==> src/rtl/sram_fifo_pkg.sv <==
// Shared constants and power-state encoding for the SRAM-backed FIFO controller.
package sram_fifo_pkg;

  localparam int FIFO_AW = 9;
  localparam int FIFO_DW = 64;

  function automatic int fifo_depth(input int aw);
    return 1 << aw;
  endfunction

  localparam int FIFO_DEPTH = fifo_depth(FIFO_AW);

  typedef enum logic {
    PWR_ACTIVE = 1'b0,
    PWR_SLEEP  = 1'b1
  } pwr_state_t;

endpackage

==> src/rtl/sram_fifo_ctrl.sv <==
// Show-ahead FIFO controller around an external dual-port SRAM (port A read, port B write).
// The SRAM read register doubles as the output stage; deep sleep is entered only when empty.
module sram_fifo_ctrl
  import sram_fifo_pkg::*;
#(
  parameter int AW = FIFO_AW,
  parameter int DW = FIFO_DW
) (
  input  logic          clk,
  input  logic          rst,
  input  logic          wr_valid,
  output logic          wr_ready,
  input  logic [DW-1:0] wr_data,
  output logic          rd_valid,
  input  logic          rd_ready,
  output logic [DW-1:0] rd_data,
  input  logic          flush,
  input  logic          sleep_req,
  output logic [AW+1:0] level,
  output logic          ram_clkA,
  output logic          ram_clkB,
  output logic          ram_cenA,
  output logic          ram_cenB,
  output logic [AW-1:0] ram_aA,
  output logic [AW-1:0] ram_aB,
  output logic [DW-1:0] ram_d,
  output logic [DW-1:0] ram_bw,
  output logic          ram_deepsleep,
  output logic          ram_powergate,
  input  logic [DW-1:0] ram_q
);

  localparam int DEPTH = fifo_depth(AW);
  localparam logic [AW:0] FULL_CNT = DEPTH[AW:0];

  logic [AW-1:0] wr_ptr;
  logic [AW-1:0] rd_ptr;
  logic [AW:0]   ram_cnt;
  logic          out_valid;
  pwr_state_t    state;
  logic          push;
  logic          fetch;
  logic          pop;

  assign ram_deepsleep = (state == PWR_SLEEP);
  assign ram_powergate = 1'b0;

  // rst gates both strobes so the RAM enables go inactive the moment reset asserts
  assign wr_ready = !rst && (ram_cnt < FULL_CNT) && !flush && !ram_deepsleep;
  assign push     = wr_valid && wr_ready;
  assign fetch    = !rst && (ram_cnt != '0) && (!out_valid || rd_ready)
                    && !flush && !ram_deepsleep;
  assign pop      = out_valid && rd_ready;

  assign ram_clkA = clk;
  assign ram_clkB = clk;
  assign ram_cenA = !fetch;
  assign ram_aA   = rd_ptr;
  assign ram_cenB = !push;
  assign ram_aB   = wr_ptr;
  assign ram_d    = wr_data;
  assign ram_bw   = push ? {DW{1'b1}} : {DW{1'b0}};

  // ram_q holds while port A is idle, so it serves directly as the show-ahead output
  assign rd_valid = out_valid;
  assign rd_data  = ram_q;
  assign level    = {1'b0, ram_cnt} + {{(AW+1){1'b0}}, out_valid};

  always_ff @(posedge clk or posedge rst) begin
    if (rst) begin
      wr_ptr    <= '0;
      rd_ptr    <= '0;
      ram_cnt   <= '0;
      out_valid <= 1'b0;
    end else if (flush) begin
      wr_ptr    <= '0;
      rd_ptr    <= '0;
      ram_cnt   <= '0;
      out_valid <= 1'b0;
    end else begin
      if (push) wr_ptr <= wr_ptr + 1'b1;
      if (fetch) rd_ptr <= rd_ptr + 1'b1;
      case ({push, fetch})
        2'b10:   ram_cnt <= ram_cnt + 1'b1;
        2'b01:   ram_cnt <= ram_cnt - 1'b1;
        default: ram_cnt <= ram_cnt;
      endcase
      if (fetch) out_valid <= 1'b1;
      else if (pop) out_valid <= 1'b0;
    end
  end

  always_ff @(posedge clk or posedge rst) begin
    if (rst) begin
      state <= PWR_ACTIVE;
    end else begin
      case (state)
        PWR_ACTIVE: if (sleep_req && level == '0 && !wr_valid) state <= PWR_SLEEP;
        PWR_SLEEP:  if (!sleep_req) state <= PWR_ACTIVE;
        default:    state <= PWR_ACTIVE;
      endcase
    end
  end

endmodule

==> config.mk <==
export PLATFORM = sky130hd
export DESIGN_NAME = sram_fifo_ctrl
export DESIGN_NICKNAME = d
export VERILOG_FILES = /design/src/rtl/sram_fifo_pkg.sv /design/src/rtl/sram_fifo_ctrl.sv
export SDC_FILE = /design/constraint.sdc
export NUM_CORES = 1
export LEC_CHECK = 0
export ABC_AREA = 0
export CAP_MARGIN = 20
export CORE_AREA = 10 10 133 135
export DETAILED_ROUTE_END_ITERATION = 7
export DIE_AREA = 0 0 143 145
export PLACE_DENSITY = 0.7
export SKIP_CTS_REPAIR_TIMING = 1
export SLEW_MARGIN = 40
export SYNTH_ARGS = -nofsm -noshare
export SYNTH_HDL_FRONTEND = slang
export SYNTH_SLANG_ARGS = --single-unit
==> constraint.sdc <==
create_clock -name clk -period 2.75 [get_ports clk]
set_input_delay 0.55 -clock clk [delete_from_list [all_inputs] [get_ports clk]]
set_output_delay 0.55 -clock clk [all_outputs]
set_load 0.01 [all_outputs]
Yosys cells after proc, flatten, opt, wreduce, memory -nomap -nowiden:

Cells that the tools add are included.

* flip-flop bits (word level): 30
* input port bits: 134
* output and inout port bits: 229
* word-level logic and storage cells: 52

* add/subtract/negate cells: 5
* order comparisons: 1
* eq/ne operators: 2
* multiplexer cells: 13
* bitwise operators: 1
* reduce and logical (&&, ||, !) cells: 25

Operator list (count)
* $mux 64: 1
* $mux 9: 4
* $pmux 10 s2: 1
* $add 9x1->9 const B: 2
* $add 10x1->11: 1
* $logic_and 1x1->1: 11
* $logic_not 11->1: 1
* $add 10x1->10 const B: 1
* $lt 10x10->1 const B: 1
* $mux 10: 1
* $reduce_bool 10->1: 1
* $sub 10x1->10 const B: 1
* $logic_not 1->1: 7
* $reduce_bool 3->1: 2
* $mux 1: 5
* $reduce_bool 2->1: 2
* $eq 2x1->1 const B: 1
* $eq 2x2->1 const B: 1
* $pmux 1 s2: 1
* $logic_or 1x1->1: 1
* $not 1->1: 1

Depth between registers and ports, before layout:

* depth in word-level cells: 8
* mapped depth: 11
* depth with buffers taken out: 10

==> flow_summary.toml <==
[floorplanning]
die_h_um = 145
start_util_pct = 23.5
die_width_um = 143
rows = 45
io_pins = 363
core_sq_mm = 0.0150
die_area_sq_mm = 0.0207

[yosys]
yosysTopAreaCellShare_pct = 41.4
ys_ff_latch = 30
synth_compound_area_share_pct = 8.98
netlist_top_cells_area = "buf_4 (41%), dfrtp_1 (21%), ha_1 (4.2%)"
syn_nets = 569
syn_area_sq_mm = 0.00354
synthAdderAreaFrac_pct = 4.81
ys.warnings.count = 0
ys_types = 47
synth.avg_cell_area_sq_um = 8.38
synth_top_family_by_area = "buffers and inverters"
synthXorXnorAreaFrac_pct = 6.44
syn-instance-count = 422
muxShareOfSynthArea_pct = 0.920
yosysTopAreaCell = "buf_4"
ys_seq_area_share_pct = 21.2
synthSimpleGateAreaFrac_pct = 13.6

[cells_and_area]
areaGrowthSynthToFinish_pct = 20.2
post-route-util_pct = 28.3
layout-drive-gt1-share_pct = 21.2
stdcell_count = 574
mostFrequentLayoutCells = "dlymetal6s2s_1 (74), buf_4 (52), clkdlybuf4s50_1 (31)"
diodes = 0
mostFrequentLayoutCell = "dlymetal6s2s_1"
final_nets = 533

[worst_setup_path]
critPathBufInv = 3
path_common_cell = "buf_4"
arrival_ns = 2.33
cp-end-kind = "output pin"
cp_slowest_cell = "clkdlybuf4s50_1"
crit_family = "buffers and inverters"
crit_type = "reg -> out"
path_cells = "buf_4 -> ha_1 -> buf_4 -> and2_1 -> nand4_1 -> xnor2_1 -> clkdlybuf4s50_1"
worstSetupStartpointType = "register"
crit_required_ns = 2.20
crit_fanout = 4
critPathMaxStageDelay_ns = 0.61

[placement]
place_inst = 562
place_ws_ns = -0.550
gp_congestion = 0.815
portBuffers = 105
dp_hpwl_mm = 8.17

[route]
drtPass1Iterations = 4
ant_nets = 0
routed_wl_mm = 10.2
vias = 2528
wl_per_cell_um = 17.8
drc = 0
via_per_inst = 4.40
drt_iter0_drc = 97

[global_route]
grt_pass1_wl_mm = 14.9
grt_overflow = 0
grt_pass1_vias = 2715
grt_max_degree = 50
grt_usage_pct = 9.20
grt_antenna_before_repair = 0

[power]
swShare_pct = 36.9
p_int_uw = 2240
power.leakage_uw = 0.00300
vdd_drop_max_v = 0.000410
p_clk_share_pct = 28.3
comb_power_share_pct = 55.5
cellPowerDensity_mw_per_mm2 = 835
p_switching_uw = 1310
seq_power_share_pct = 16.3

[timing]
worst_pin_slew_ns = 0.528
setup_viol = 3
rsz0062_at_grt = "true"
setup_total_negative_slack_ns = -0.218
final.setup_skew_ns = 0.00713
maxSlewHeadroom_pct = 64.8
fin_ws_ns = -0.128
max_freq_mhz = 347
fin_crit_ns = 2.88
fin_crit_sh_pct = 105
drv_slew = 0
hold_violations = 0

[clock_network]
clk-insertion-delay-late_ns = 0.39
cts_tree = "yes"
path_clk_slew_ns = 0.06

[run_status]
status = "complete, but fails checks"
violations = "negative setup slack"

[flow_run]
cap_viol_max_count = 0

[hold_path]
hold_class = "in -> async"
cells in the mapped netlist (all sizes together):
cell type  number
mux2            2
ha             12
nor4b           1
or4b            1
inv             8
a21boi          1
a31oi           1
nor3            6
a211o           1
a221o           1
nand2b          1
a22o            8
a21oi          13
conb            1
o311ai          1
a32o            1
xnor2          13
o21a            1
o211ai          2
nor2b           2
o21ai          10
mux2i           1
nand3          12
a221oi          1
or3             5
nor4            4
nand4           8
nand2          22
and3            6
xor2           13
o2111ai         1
and2            3
dfrtp          30
buf           204
or4             1
nor2           17
fa              1
a21o            5
clkbuf          1
power by group through the flow:
stage	Clock (uW)	Sequential, uW	Combinational [uW]
2_1_floorplan	59.9	603	1280
3_3_place_gp	74.0	585	1980
3_5_place_dp	74.0	586	2010
4_1_cts	1040	579	2020
5_1_grt	1060	591	2140
6_report	1000	577	1970
per-stage QoR:
stage | hold WS, ns | power (uW) | instance area, sq um
floorplan | 0.567 | 1940 | 3610
global placement | 0.528 | 2640 | 3780
detailed placement | 0.539 | 2670 | 3780
CTS | 0.555 | 3640 | 4050
global route | 0.489 | 3790 | 4250
finish | 0.422 | 3550 | 4250
state kept, by name, summed over array words and instances (netlist names):
register	flops
ram_aB	9
ram_aA	9
ram_deepsleep	1
rd_valid	1
ram_cnt	10
worst register-to-register path: stages (launching register included):
cell	delay (ns)
dfrtp_1	0.38
nor4_1	0.40
nand3_1	0.24
nand3_4	0.15
inv_4	0.08
ha_4	0.24
a21o_1	0.18
a221oi_2	0.29
a21oi_1	0.14
or4_1	0.48
o211ai_1	0.11
kinds of logic after synthesis:
kind of cell	after synthesis
mux	3
other cells	1
buf+inv	213
compound gates	47
fa+ha+maj	13
flops	30
xor+xnor	26
simple gates	89
cell type report:
type	count	area (sq um)
Timing Repair Buffer	156	1630
Inverter	8	37.5
Tap cell	188	235
Clock inverter	1	30.0
Clock buffer	12	259
Sequential cell	30	751
Multi-Input combinational cell	179	1310
Fill cell	1537	10800
final timing paths:
path                                  from    endpoint  slack (ns)  cells after the start
min in group clk                 ram_aB[8]   ram_aB[8]        0.54                      2
worst min-delay path                   rst  ram_cnt[9]        0.42                      3
worst max-delay path            ram_cnt[0]    level[5]       -0.13                      7
worst max register to register  ram_cnt[0]  ram_cnt[9]       -0.02                     10
worst min register to register   ram_aB[8]   ram_aB[8]        0.54                      2
max in group asynchronous              rst   ram_aB[0]        1.66                      4
metal layers:
| layer | global-route usage (%) | share of wire [%] | up-vias |
|---|---|---|---|
| met1 | 9.32 | 40 | 1195 |
| li1 | - | - | 1135 |
| met4 | 5.31 | 3.3 | 2 |
| met2 | 13.5 | 44 | 156 |
| met5 | 1.50 | 0.33 | - |
| met3 | 6.39 | 12 | 40 |
Power figures use the tool's default switching activity.
